<file path="src/rtl/lvdc_timing_sequencer.sv">
// lvdc_timing_sequencer: subphase/bit-time/phase-time counter with halt arbitration on cycle boundaries.
// Define LVDC_SINGLE_STEP_EN to add single-instruction-cycle stepping from HALTED on a step_req edge.
module lvdc_timing_sequencer #(
    parameter int SUBPHASES      = 4,
    parameter int BITS_PER_PHASE = 14,
    parameter int PHASES         = 3
) (
    input  logic                 clk,
    input  logic                 rst,
    input  logic                 halt_req,
    input  logic                 step_req,
    output logic [SUBPHASES-1:0] sub_strobe,
    output logic [3:0]           bit_time,
    output logic [1:0]           phase_time,
    output logic                 bt_end,
    output logic                 cycle_start,
    output logic                 cycle_end,
    output logic                 running,
    output logic                 halted,
    output logic                 seq_err
);
    localparam int SW = $clog2(SUBPHASES);
    localparam int BW = $clog2(BITS_PER_PHASE + 1);
    localparam int PW = $clog2(PHASES + 1);
    typedef enum logic [1:0] {
        RUN,
        HALT_PEND,
        HALTED
`ifdef LVDC_SINGLE_STEP_EN
        , STEP
`endif
    } state_t;
    state_t state;
    logic [SW-1:0] sub;
    logic [BW-1:0] bt;
    logic [PW-1:0] pt;
    logic counting, sub_last, bt_last, pt_last, bad;
    assign counting    = state != HALTED;
    assign sub_last    = sub == SW'(SUBPHASES - 1);
    assign bt_last     = bt == BW'(BITS_PER_PHASE);
    assign pt_last     = pt == PW'(PHASES);
    assign bad         = bt == '0 || bt > BW'(BITS_PER_PHASE) || pt == '0 || pt > PW'(PHASES);
    assign sub_strobe  = counting ? {{(SUBPHASES-1){1'b0}}, 1'b1} << sub : '0;
    assign bit_time    = 4'(bt);
    assign phase_time  = 2'(pt);
    assign bt_end      = counting & sub_last;
    assign cycle_start = counting & sub == '0 & bt == BW'(1) & pt == PW'(1);
    assign cycle_end   = counting & sub_last & bt_last & pt_last;
    assign running     = counting;
    assign halted      = state == HALTED;
`ifdef LVDC_SINGLE_STEP_EN
    logic step_q, step_edge;
    assign step_edge = step_req & ~step_q;
    always_ff @(posedge clk or posedge rst)
        if (rst) step_q <= 1'b0;
        else step_q <= step_req;
`else
    logic unused_step;
    assign unused_step = step_req;
`endif
    always_ff @(posedge clk or posedge rst) begin
        if (rst) begin
            state   <= RUN;
            sub     <= '0;
            bt      <= BW'(1);
            pt      <= PW'(1);
            seq_err <= 1'b0;
        end else begin
            // A corrupted count forces a clean restart at the top of the cycle.
            if (bad) begin
                seq_err <= 1'b1;
                sub     <= '0;
                bt      <= BW'(1);
                pt      <= PW'(1);
            end else if (counting) begin
                sub <= sub_last ? '0 : sub + SW'(1);
                if (sub_last) bt <= bt_last ? BW'(1) : bt + BW'(1);
                if (sub_last && bt_last) pt <= pt_last ? PW'(1) : pt + PW'(1);
            end else begin
                sub <= '0;
                bt  <= BW'(1);
                pt  <= PW'(1);
            end
            case (state)
                RUN:       if (halt_req) state <= cycle_end ? HALTED : HALT_PEND;
                HALT_PEND: state <= !halt_req ? RUN : cycle_end ? HALTED : HALT_PEND;
`ifdef LVDC_SINGLE_STEP_EN
                HALTED:    state <= step_edge ? STEP : !halt_req ? RUN : HALTED;
                STEP:      if (cycle_end) state <= halt_req ? HALTED : RUN;
`else
                HALTED:    if (!halt_req) state <= RUN;
`endif
                default:   state <= RUN;
            endcase
        end
    end
endmodule

</file>
<file path="config.mk">
export PLATFORM = sky130hd
export DESIGN_NAME = lvdc_timing_sequencer
export DESIGN_NICKNAME = d
export VERILOG_FILES = /design/src/rtl/lvdc_timing_sequencer.sv
export SDC_FILE = /design/constraint.sdc
export NUM_CORES = 1
export LEC_CHECK = 0
export ABC_AREA = 1
export CAP_MARGIN = 20
export CORE_MARGIN = 8
export CORE_UTILIZATION = 51
export DETAILED_ROUTE_END_ITERATION = 12
export HOLD_SLACK_MARGIN = 0.03
export PLACE_DENSITY = 0.8
export SYNTH_ARGS = -nofsm -noshare
export SYNTH_HDL_FRONTEND = slang
export SYNTH_SLANG_ARGS = --single-unit
</file>
<file path="constraint.sdc">
create_clock -name clk -period 3.4 [get_ports clk]
set_input_delay 0.34 -clock clk [delete_from_list [all_inputs] [get_ports clk]]
set_output_delay 0.34 -clock clk [all_outputs]
set_load 0.05 [all_outputs]
</file>
## After elaboration in Yosys (flattened, before gate mapping)

Index checks and enable logic that the tools add are counted.

- Bits in registers: 11
- Output and inout port bits: 16
- Logic and storage cells: 55

- Add/subtract/negate cells: 3
- Order comparisons: 2
- Equality and inequality tests: 12
- Shifts and indexed selects: 1
- Mux-type cells: 17
- Bitwise operators: 6
- Reduce and logical (&&, ||, !) cells: 9

Operators by type and width:

| kind | number |
|---|---|
| $mux 2 | 11 |
| $mux 4 | 5 |
| $and 1x1->1 | 6 |
| $eq 2x2->1 const B | 3 |
| $logic_not 2->1 | 3 |
| $ne 2x2->1 const B | 3 |
| $ne 3x1->1 const B | 2 |
| $pmux 2 s3 | 1 |
| $add 2x1->2 const B | 2 |
| $add 4x1->4 const B | 1 |
| $eq 2x1->1 const B | 2 |
| $eq 4x1->1 const B | 1 |
| $eq 4x4->1 const B | 1 |
| $gt 4x4->1 const B | 1 |
| $logic_not 4->1 | 1 |
| $shl 1x2->4 const A | 1 |
| $logic_or 1x1->1 | 3 |
| $gt 2x2->1 const B | 1 |
| $reduce_and 2->1 | 1 |
| $logic_and 1x1->1 | 1 |

## Logic depth before layout (Yosys ltp)

Gate-level depths: netlist of run 1.

- Depth in word-level cells: 7
- Depth in mapped cells: 8
- Mapped depth without buffers: 7

## Least setup slack after synthesis of run 1

No wires, ideal clock.

- Path type: reg-to-output
- From: register state[1]
- To: output port cycle_start
- Arrival time: 2.517 ns
- Data required time: 3.060 ns
- Path slack: 0.543 ns
- Cell stages (with the launch flop): 6
- Buffers on the path: 0
- Path through: dfrtp_1 > inv_1 > nor2_4 > inv_1 > nand2_1 > nor4_1

- Word-level cells in the longest chain between the ends: 4

RTL lines:

| element | line | source |
|---|---|---|
| start, declared | 33 | `state_t state;` |
| start signal, assigned | 85 | `RUN: if (halt_req) state <= cycle_end ? HALTED : HALT_PEND;` |
| start signal, assigned | 86 | `HALT_PEND: state <= !halt_req ? RUN : cycle_end ? HALTED : HALT_PEND;` |
| $ne 2x2->1 | 38 | `assign counting = state != HALTED;` |
| net running | 18 | `output logic running,` |
| $and 1x1->1 (3 in series) | 47 | `assign cycle_start = counting & sub == '0 & bt == BW'(1) & pt == PW'(1);` |
| end, declared | 16 | `output logic cycle_start,` |

The timed path passes the listed nets, and every way through them passes these cells.

## Worst setup path in the final report of run 1

- From: register sub[0]
- To: output port cycle_end

- Word-level cells in the longest chain between the ends: 4

RTL lines:

| element | line | source |
|---|---|---|
| start, declared | 34 | `logic [SW-1:0] sub;` |
| start signal, assigned | 76 | `sub <= sub_last ? '0 : sub + SW'(1);` |
| $eq 2x2->1 | 39 | `assign sub_last = sub == SW'(SUBPHASES - 1);` |
| $and 1x1->1 (3 in series) | 48 | `assign cycle_end = counting & sub_last & bt_last & pt_last;` |
| end, declared | 17 | `output logic cycle_end,` |

Every way passes these cells.

==> metrics.md, run 1 <==
| Metric | Value |
|---|---|
| Reg-to-reg critical path startpoint | phase_time[0] |
| Async S/R FF share, synth | 100% |
| Startpoint Class | flop |
| Maximum clock frequency | 388 MHz |
| CTS Hold Buffers Added | 0 |
| Die W | 55.3 um |
| DIE AREA | 3060 um^2 |
| Yosys top cell area share | 28.5% |
| Critical path's slowest cell | clkdlybuf4s50_1 |
| Post-Syn Area | 790 um^2 |
| Final-stage net count | 136 |
| Final Hold Viols | 0 |
| Max Cap Viol | 0 |
| Synth warnings | 0 |
| Number of cells on the critical path | 6 |
| Worst Hold Slack | 354 ps |
| DR vias | 660 |
| FF+latch count, synth | 11 |
| Relative slew slack | 66.5% |
| PortBufs | 18 |
| Clock Latency Late Sink | 270 ps |
| Hold crit path type | in -> async |
| Worst setup path class | reg -> out |
| CTS clk-pin slew, worst paths | 70 ps |
| Initial Util | 53.7% |
| Crit-path cells | ha_1 -> inv_1 -> nor2_4 -> nand3_2 -> inv_2 -> clkdlybuf4s50_1 |
| Critical Path End | cycle_end |
| Post_cts resized | 0 |
| Placer Congestion | 0.769 |
| Worst r2r path cells | 5 |
| Grt ovf | 0 |
| CP delay by family, top | buffers and inverters |
| 1st-pass router iterations | 4 |
| Min Tclk post-route | 2580 ps |
| Crit path max fanout | 7 |
| Post-synth top cells | nand2_1, inv_1, nor2_1 |
| Tightest Pin Transition | 500 ps |
| Final Slew Violations | 0 |
| Setup crit end kind | output pin |
| Wire length per cell | 10.9 um |
| Syn nets | 115 |
| Switch share | 21.7% |
| RR Endpoint | seq_err |
| Total Routing Usage GR | 10.3% |
| CTS tree | done |
| PD cells | 230 nW/um^2 |
| LEAKAGE | 0.504 nW |
| Share of layout cells above drive strength 1 | 16.3% |
| Setup_tns | 0 ps |
| Die height | 55.3 um |
| Post-CTS Setup Inserts | 0 |
| Num CTS Buffers | 3 |
| Comb pwr share | 2.5% |
| Net Switching | 0.0497 mW |
| Synth area leaders | dfrtp_1, ha_1, nand2_1 |
| Post-synth EDFFs | 0 |
| Maximum vdd drop | 0.218 mV |
| Synth cell types | 21 |
| Clock skew | 3.96 ps |
| Initial antenna violation count | 0 |
| Clk pwr share | 39.9% |
| Via density | 4.75 |
| Reg power frac | 57.6% |
| Main synth FF type | dfrtp_1 |
| Initial drt markers | 17 |
| Synthesized instance count | 103 |
| Root Driver | clkbuf_4 |
| CP arrival | 2240 ps |
| Floorplan core area | 1470 um^2 |
| Setup crit start | sub[0] |
| First-pass GRT wire length | 2700 um |
| Post-DP HPWL | 1240 um |
| Syn Area/Cell | 7.67 um^2 |
| RSZ-0062 raised after global routing | no |
| Drt total wl | 1510 um |
| Vias in the first global route | 648 |
| Post-DRT Antenna Nets | 0 |
| Top-count cell post-synth | nand2_1 |
| Dominant cell type by area after synthesis | dfrtp_1 |
| Cell Int Power | 0.179 mW |
| Bufs on Longest Clock Path | 2 |
| Layout overhead on the synthesized area | 26.3% |
| Number of H-tree levels | 1 |
| Slack of the worst reg-to-reg path | 1970 ps |
| Final setup violation count | 0 |
| Status | complete, no violations |
| Bufs and invs on worst path | 3 |
| Fin crit share | 75.9% |
| DRC Markers | 0 |
| N_diodes | 0 |
| Sequential share of the synthesized area | 35.2% |
| Largest net degree at the start of global routing | 12 |
| CTS Sinks | 11 |
| Standard-cell rows | 14 |
| I/O Pins | 20 |
| Max incr delay on CP | 790 ps |
| Worst Path Required | 3060 ps |
==> cell families after synthesis <==
| group | synth area share (%) |
|---|---|
| buf+inv | 11.9 |
| simple gates | 37.9 |
| compound gates | 2.38 |
| flops | 35.2 |
| fa+ha+maj | 12.7 |
==> per-layer routing <==
layer  track usage [%]  share of wire [%]  routed length [um]  up-vias
met5                 0                  0                   0        -
met4              3.17                1.3                  19        0
met3              4.34                6.4                  96        2
met2              17.6                 47                 703       12
met1              11.2                 46                 691      296
li1                  -                  -                   -      350
==> power groups by stage <==
stage          Clock, mW  Combinational [mW]  Sequential (mW)
3_3_place_gp           0             0.00579            0.134
5_1_grt           0.0979             0.00675            0.132
6_report          0.0914             0.00570            0.132
4_1_cts           0.0929             0.00594            0.132
3_5_place_dp           0             0.00594            0.134
2_1_floorplan          0             0.00264            0.134
==> stage by stage <==
stage | total power, mW | cell area (um^2) | utilization [%] | setup WS [ps] | cells
finish | 0.229 | 997 | 67.8 | 820 | 139
CTS | 0.231 | 997 | 67.8 | 794 | 139
floorplan | 0.137 | 790 | - | 543 | 103
global route | 0.237 | 997 | 67.8 | 658 | 139
detailed placement | 0.140 | 971 | 66.0 | 1090 | 135
global placement | 0.140 | 971 | 66.0 | 1110 | 135
==> layout make-up <==
type	count	area, um^2
repair buffers	18	180
well taps	16	20.0
multi-input cells	70	418
flip-flops and latches	11	278
fillers	124	474
inverters	20	75.1
clock buffers	4	26.3
==> layout by cell type (no fill, tap or decap), types with 2 or more instances in the layout <==
cell type / n
nand3_1: 7
inv_1: 18
dfstp_2: 2
nand3_2: 2
clkdlybuf4s50_1: 18
ha_1: 8
nor2_4: 4
nand2_1: 22
nor2_1: 14
clkbuf_4: 3
nand2_2: 4
inv_2: 2
nor2_2: 2
dfrtp_1: 9
==> state kept, by name, indices dropped and copies added (netlist names) <==
register	flops
bit_time	4
phase_time	2
state	2
sub	2
seq_err	1
==> how the worst min path moves through the flow <==
| stage | startpoint | endpoint | slack, ps | depth (start not counted) |
|---|---|---|---|---|
| after detailed placement | seq_err | seq_err | 450 | 1 |
| after floorplan | rst | bit_time[1] | 190 | 1 |
| after CTS | rst | state[1] | 370 | 2 |
| after global placement | seq_err | seq_err | 450 | 1 |
| final | rst | state[1] | 350 | 2 |
| after global routing | rst | state[1] | 410 | 2 |
Note: power is estimated with default switching activity, not from simulation.
==> inputs of run 2 (changes only) <==
Settings changed: CORE_UTILIZATION 51 to 47, PLACE_DENSITY 0.8 to 0.74.
Clock period 3.4 ns to 2.4 ns, I/O delays scaled along.
==> metrics.md, run 2 (synthesis results as in run 1) <==
| Metric | Value |
|---|---|
| Fillers | 147 (was 124) |
| Root Driver | clkbuf_4 (unchanged) |
| Pwr Total | 0.321 mW (was 0.229 mW) |
| Worst r2r path cells | 5 (unchanged) |
| Die W | 57.0 um (was 55.3 um) |
| 1st-pass router iterations | 3 (was 4) |
| Sequential Area | 278 um^2 (unchanged) |
| Crit-path cells | inv_1 -> ha_1 -> inv_1 -> nor2_1 -> clkdlybuf4s50_1 (was ha_1 -> inv_1 -> nor2_4 -> nand3_2 -> inv_2 -> clkdlybuf4s50_1) |
| Vias in the first global route | 676 (was 648) |
| RSZ-0062 raised after global routing | no (unchanged) |
| Post-CTS Setup Inserts | 0 (unchanged) |
| CTS Sinks | 11 (unchanged) |
| Setup_tns | 0 ps (unchanged) |
| Worst setup path class | reg -> out (unchanged) |
| Post-DP HPWL | 1280 um (was 1240 um) |
| Met2 wire length | 796 um (was 703 um) |
| Max Cap Viol | 0 (unchanged) |
| Initial antenna violation count | 0 (unchanged) |
| Die height | 57.0 um (was 55.3 um) |
| Worst Hold Slack | 263 ps (was 354 ps) |
| Min Tclk post-route | 2120 ps |
| Most common cell on crit path | inv_1 |
| CP arrival | 1880 ps (was 2240 ps) |
| Met3 routed WL | 128 um (was 96 um) |
| DIE AREA | 3250 um^2 (was 3060 um^2) |
| Grt ovf | 0 (unchanged) |
| Final Worst Setup Slack | 276 ps (was 820 ps) |
| Worst Path Required | 2160 ps (was 3060 ps) |
| Maximum clock frequency | 471 MHz |
| Placer Congestion | 0.812 (was 0.769) |
| LEAKAGE | 0.548 nW (was 0.504 nW) |
| Critical path's slowest cell | clkdlybuf4s50_1 (unchanged) |
| Tightest Pin Transition | 512 ps (was 500 ps) |
| Design Area, Final | 1010 um^2 (was 997 um^2) |
| Maximum vdd drop | 0.355 mV (was 0.218 mV) |
| Status | complete, no violations (unchanged) |
| Non-Filler Instances | 140 (was 139) |
| PortBufs | 18 (unchanged) |
| Num CTS Buffers | 3 (unchanged) |
| Total Routing Usage GR | 10.8% (was 10.3%) |
| Drt total wl | 1600 um (was 1510 um) |
| Largest net degree at the start of global routing | 12 (unchanged) |
| Placed Instances | 136 (was 135) |
| Clock Latency Late Sink | 270 ps (about the same) |
| Standard-cell rows | 15 (was 14) |
| Share of layout cells above drive strength 1 | 19.5% (was 16.3%) |
| Most frequent cells in the layout | nand2_1, inv_1, nor2_1, clkdlybuf4s50_1, dfrtp_1 (was nand2_1, inv_1, clkdlybuf4s50_1) |
| N_diodes | 0 (unchanged) |
| Startpoint Class | flop (unchanged) |
| Layout overhead on the synthesized area | 27.4% (was 26.3%) |
| Dpl ws | 373 ps (was 1090 ps) |
| Wire length per cell | 11.4 um (was 10.9 um) |
| CTS tree | done (unchanged) |
| Initial drt markers | 6 (was 17) |
| Initial Util | 47.8% (was 53.7%) |
| Hold crit path type | in -> async (unchanged) |
| Max incr delay on CP | 800 ps (was 790 ps) |
| Relative slew slack | 65.8% (was 66.5%) |
| Post-DRT Antenna Nets | 0 (unchanged) |
| Final Slew Violations | 0 (unchanged) |
| Max reg flops | 4 (unchanged) |
| Commonest non-fill, non-tap cell in the layout | nand2_1 (unchanged) |
| Fin crit share | 88.5% |
| CTS Hold Buffers Added | 0 (unchanged) |
| DR top layer | met4 (unchanged) |
| DR vias | 664 (was 660) |
| Crit path max fanout | 4 (was 7) |
| DRC Markers | 0 (unchanged) |
| Via density | 4.74 (was 4.75) |
| Setup crit end kind | output pin (unchanged) |
| Wire length on met1 | 664 um (was 691 um) |
| Floorplan core area | 1650 um^2 (was 1470 um^2) |
| Clock skew | 1.78 ps (was 3.96 ps) |
| I/O Pins | 20 (unchanged) |
| Cell Area, Placed | 973 um^2 (was 971 um^2) |
| Final Hold Viols | 0 (unchanged) |
| Footprint of the multi-input gates | 424 um^2 (was 418 um^2) |
| Number of cells on the critical path | 5 (was 6) |
| PD cells | 319 nW/um^2 (was 230 nW/um^2) |
| Number of H-tree levels | 1 (unchanged) |
| Bufs on Longest Clock Path | 2 (unchanged) |
| CTS clk-pin slew, worst paths | 70 ps (about the same) |
| Post_cts resized | 0 (unchanged) |
| Bufs and invs on worst path | 3 (unchanged) |
| Final-stage net count | 136 (unchanged) |
| CP delay by family, top | buffers and inverters (unchanged) |
| Final setup violation count | 0 (unchanged) |
| First-pass GRT wire length | 2860 um (was 2700 um) |
| Layout Utilization | 60.9% (was 67.8%) |
==> run 2: worst reg2reg max path: stages (launching register included) <==
cell	delay [ps]
dfstp_2	580
inv_1	70
ha_1	210
nor2_2	140
nand2_2	90
or2_1	220
==> run 2: where the power goes <==
part | internal (mW) | total [mW] | leakage, nW | switching (mW)
Clock | 0.0618 | 0.126 | 0.0177 | 0.0643
Combinational | 0.00338 | 0.00825 | 0.401 | 0.00487
Sequential | 0.186 | 0.187 | 0.129 | 0.000636
Total | 0.251 | 0.321 | 0.548 | 0.0698
==> run 2: layout make-up <==
cell class                 count  share of cell area, %
tap                           17                   2.11
clock inverter                 1                  0.498
multi-input combinational     70                   42.2
timing repair buffer          18                   17.9
inverter                      20                   7.46
clock buffer                   3                   2.24
sequential                    11                   27.6
==> run 2: path summary, 6_finish.rpt <==
path	from	endpoint	slack (ps)
max in group asynchronous	rst	bit_time[0]	1800
worst max register to register	phase_time[0]	seq_err	980
worst min-delay path	rst	phase_time[1]	260
min in group clk	seq_err	seq_err	470
worst max-delay path	sub[0]	sub_strobe[2]	280
worst min register to register	seq_err	seq_err	470
==> run 2: metal layers <==
layer  vias up  track usage [%]
met5         -                0
met4         0             2.01
met3         2             6.43
met2        12             17.8
met1       302             11.8
li1        348                -
==> inputs of run 3 (changes only) <==
Settings changed: CORE_MARGIN 8 to not set.
==> metrics.md, run 3 (synthesis results as in run 1) <==
| Metric | Value |
|---|---|
| PortBufs | 18 (unchanged) |
| Root Driver | clkbuf_4 (unchanged) |
| DIE AREA | 1850 um^2 (was 3250 um^2) |
| Post-DP HPWL | 1150 um (was 1280 um) |
| Max incr delay on CP | 700 ps (was 800 ps) |
| Floorplan core area | 1540 um^2 (was 1650 um^2) |
| Crit-path cells | nor2_4 -> inv_1 -> nand2_1 -> inv_1 -> clkdlybuf4s50_1 (was inv_1 -> ha_1 -> inv_1 -> nor2_1 -> clkdlybuf4s50_1) |
| Most common cell on crit path | inv_1 (unchanged) |
| RSZ-0062 raised after global routing | no (unchanged) |
| Startpoint Class | flop (unchanged) |
| Commonest non-fill, non-tap cell in the layout | nand2_1 (unchanged) |
| Worst Path Required | 2160 ps (about the same) |
| Final Slew Violations | 0 (unchanged) |
| Worst r2r path cells | 5 (unchanged) |
| Placer Congestion | 0.779 (was 0.812) |
| Layout overhead on the synthesized area | 27.1% (was 27.4%) |
| Design Area, Final | 1000 um^2 (was 1010 um^2) |
| Worst Hold Slack | 264 ps (was 263 ps) |
| Clock skew | 8.48 ps (was 1.78 ps) |
| Hold crit path type | in -> async (unchanged) |
| Min Tclk post-route | 2130 ps (was 2120 ps) |
| DR vias | 653 (was 664) |
| Tightest Pin Transition | 501 ps (was 512 ps) |
| Wire length per cell | 10.3 um (was 11.4 um) |
| Relative slew slack | 66.5% (was 65.8%) |
| CP arrival | 1890 ps (was 1880 ps) |
| Cell Area, Placed | 972 um^2 (was 973 um^2) |
| Drt total wl | 1430 um (was 1600 um) |
| Bufs and invs on worst path | 3 (unchanged) |
| Setup_tns | 0 ps (unchanged) |
| Die W | 43.0 um (was 57.0 um) |
| Post-DRT Antenna Nets | 0 (unchanged) |
| Final Hold Viols | 0 (unchanged) |
| I/O Pins | 20 (unchanged) |
| Placed Instances | 135 (was 136) |
| Fin crit share | 88.8% (was 88.5%) |
| Final-stage net count | 136 (unchanged) |
| Share of layout cells above drive strength 1 | 18.7% (was 19.5%) |
| Max reg flops | 4 (unchanged) |
| CTS clk-pin slew, worst paths | 80 ps (was 70 ps) |
| Critical path's slowest cell | clkdlybuf4s50_1 (unchanged) |
| Total Routing Usage GR | 19.0% (was 10.8%) |
| N_diodes | 0 (unchanged) |
| Final setup violation count | 0 (unchanged) |
| Num CTS Buffers | 3 (unchanged) |
| Fillers | 129 (was 147) |
| Final Worst Setup Slack | 268 ps (was 276 ps) |
| Via density | 4.70 (was 4.74) |
| 1st-pass router iterations | 3 (unchanged) |
| DRC Markers | 0 (unchanged) |
| Status | complete, no violations (unchanged) |
| Vias in the first global route | 623 (was 676) |
| Grt ovf | 0 (unchanged) |
| CP delay by family, top | buffers and inverters (unchanged) |
| Worst setup path class | reg -> out (unchanged) |
| Dpl ws | 365 ps (was 373 ps) |
| Most frequent cells in the layout | nand2_1, inv_1, nor2_1, clkdlybuf4s50_1, dfrtp_1 (unchanged) |
| Post-CTS Setup Inserts | 0 (unchanged) |
| Clock Latency Late Sink | 260 ps (was 270 ps) |
| RR Endpoint | seq_err (unchanged) |
| Largest net degree at the start of global routing | 12 (unchanged) |
| CTS Hold Buffers Added | 0 (unchanged) |
| Crit path max fanout | 8 (was 4) |
| Bufs on Longest Clock Path | 2 (unchanged) |
| Slack of the worst reg-to-reg path | 980 ps (about the same) |
| Standard-cell rows | 14 (was 15) |
| CTS Sinks | 11 (unchanged) |
| Initial Util | 51.2% (was 47.8%) |
| Number of H-tree levels | 1 (unchanged) |
| Setup crit end kind | output pin (unchanged) |
| Initial antenna violation count | 0 (unchanged) |
| First-pass GRT wire length | 2620 um (was 2860 um) |
| Initial drt markers | 2 (was 6) |
| Pwr Total | 0.322 mW (was 0.321 mW) |
| Maximum clock frequency | 469 MHz (was 471 MHz) |
| PD cells | 321 nW/um^2 (was 319 nW/um^2) |
| LEAKAGE | 0.545 nW (was 0.548 nW) |
| Die height | 43.0 um (was 57.0 um) |
| Layout Utilization | 65.1% (was 60.9%) |
| CTS tree | done (unchanged) |
| Non-Filler Instances | 139 (was 140) |
| Maximum vdd drop | 0.261 mV (was 0.355 mV) |
| Max Cap Viol | 0 (unchanged) |
| Reg-to-reg critical path startpoint | phase_time[0] (unchanged) |
## run 3: cell count changes in the layout (fill, tap and decap cells not counted)
cell	previous run	this run
clkinv_2	1	0
clkbuf_1	0	1
## run 3: timing repair
item                       CTS  global route
setup endpoints to repair    0             2
hold endpoints to repair     0             0
gates resized for setup      0             2
## run 3: how the worst max path moves through the flow
stage          startpoint  cells past startpoint       endpoint  slack, ps
2_1_floorplan    state[1]                      5    cycle_start        210
3_3_place_gp       sub[0]                      4  sub_strobe[3]        380
3_5_place_dp       sub[0]                      4  sub_strobe[3]        360
4_1_cts            sub[0]                      4  sub_strobe[3]         60
5_1_grt          state[0]                      5  sub_strobe[0]        170
6_report         state[0]                      5  sub_strobe[0]        270
## run 3: report_power, final
| group | total [mW] | switching [mW] | internal, mW | leakage, nW |
|---|---|---|---|---|
| combinational | 0.00813 | 0.00476 | 0.00337 | 0.401 |
| clock | 0.127 | 0.0625 | 0.0641 | 0.0150 |
| sequential | 0.187 | 0.000697 | 0.186 | 0.129 |
| total | 0.322 | 0.0679 | 0.254 | 0.545 |
## run 3: layout make-up
class | instances | area, um^2 | area share, %
Timing Repair Buffer | 18 | 180 | 18.0
Sequential cell | 11 | 278 | 27.7
Tap cell | 16 | 20.0 | 2.00
Inverter | 20 | 75.1 | 7.48
Clock buffer | 4 | 26.3 | 2.62
Multi-Input combinational cell | 70 | 424 | 42.3
## run 3: per-layer routing
metal	GRT usage [%]	vias to the layer above	wire length, um
met5	0	-	0
met4	5.45	0	5
met3	3.83	2	37
met2	29.1	10	652
met1	27.1	289	735
li1	-	352	-
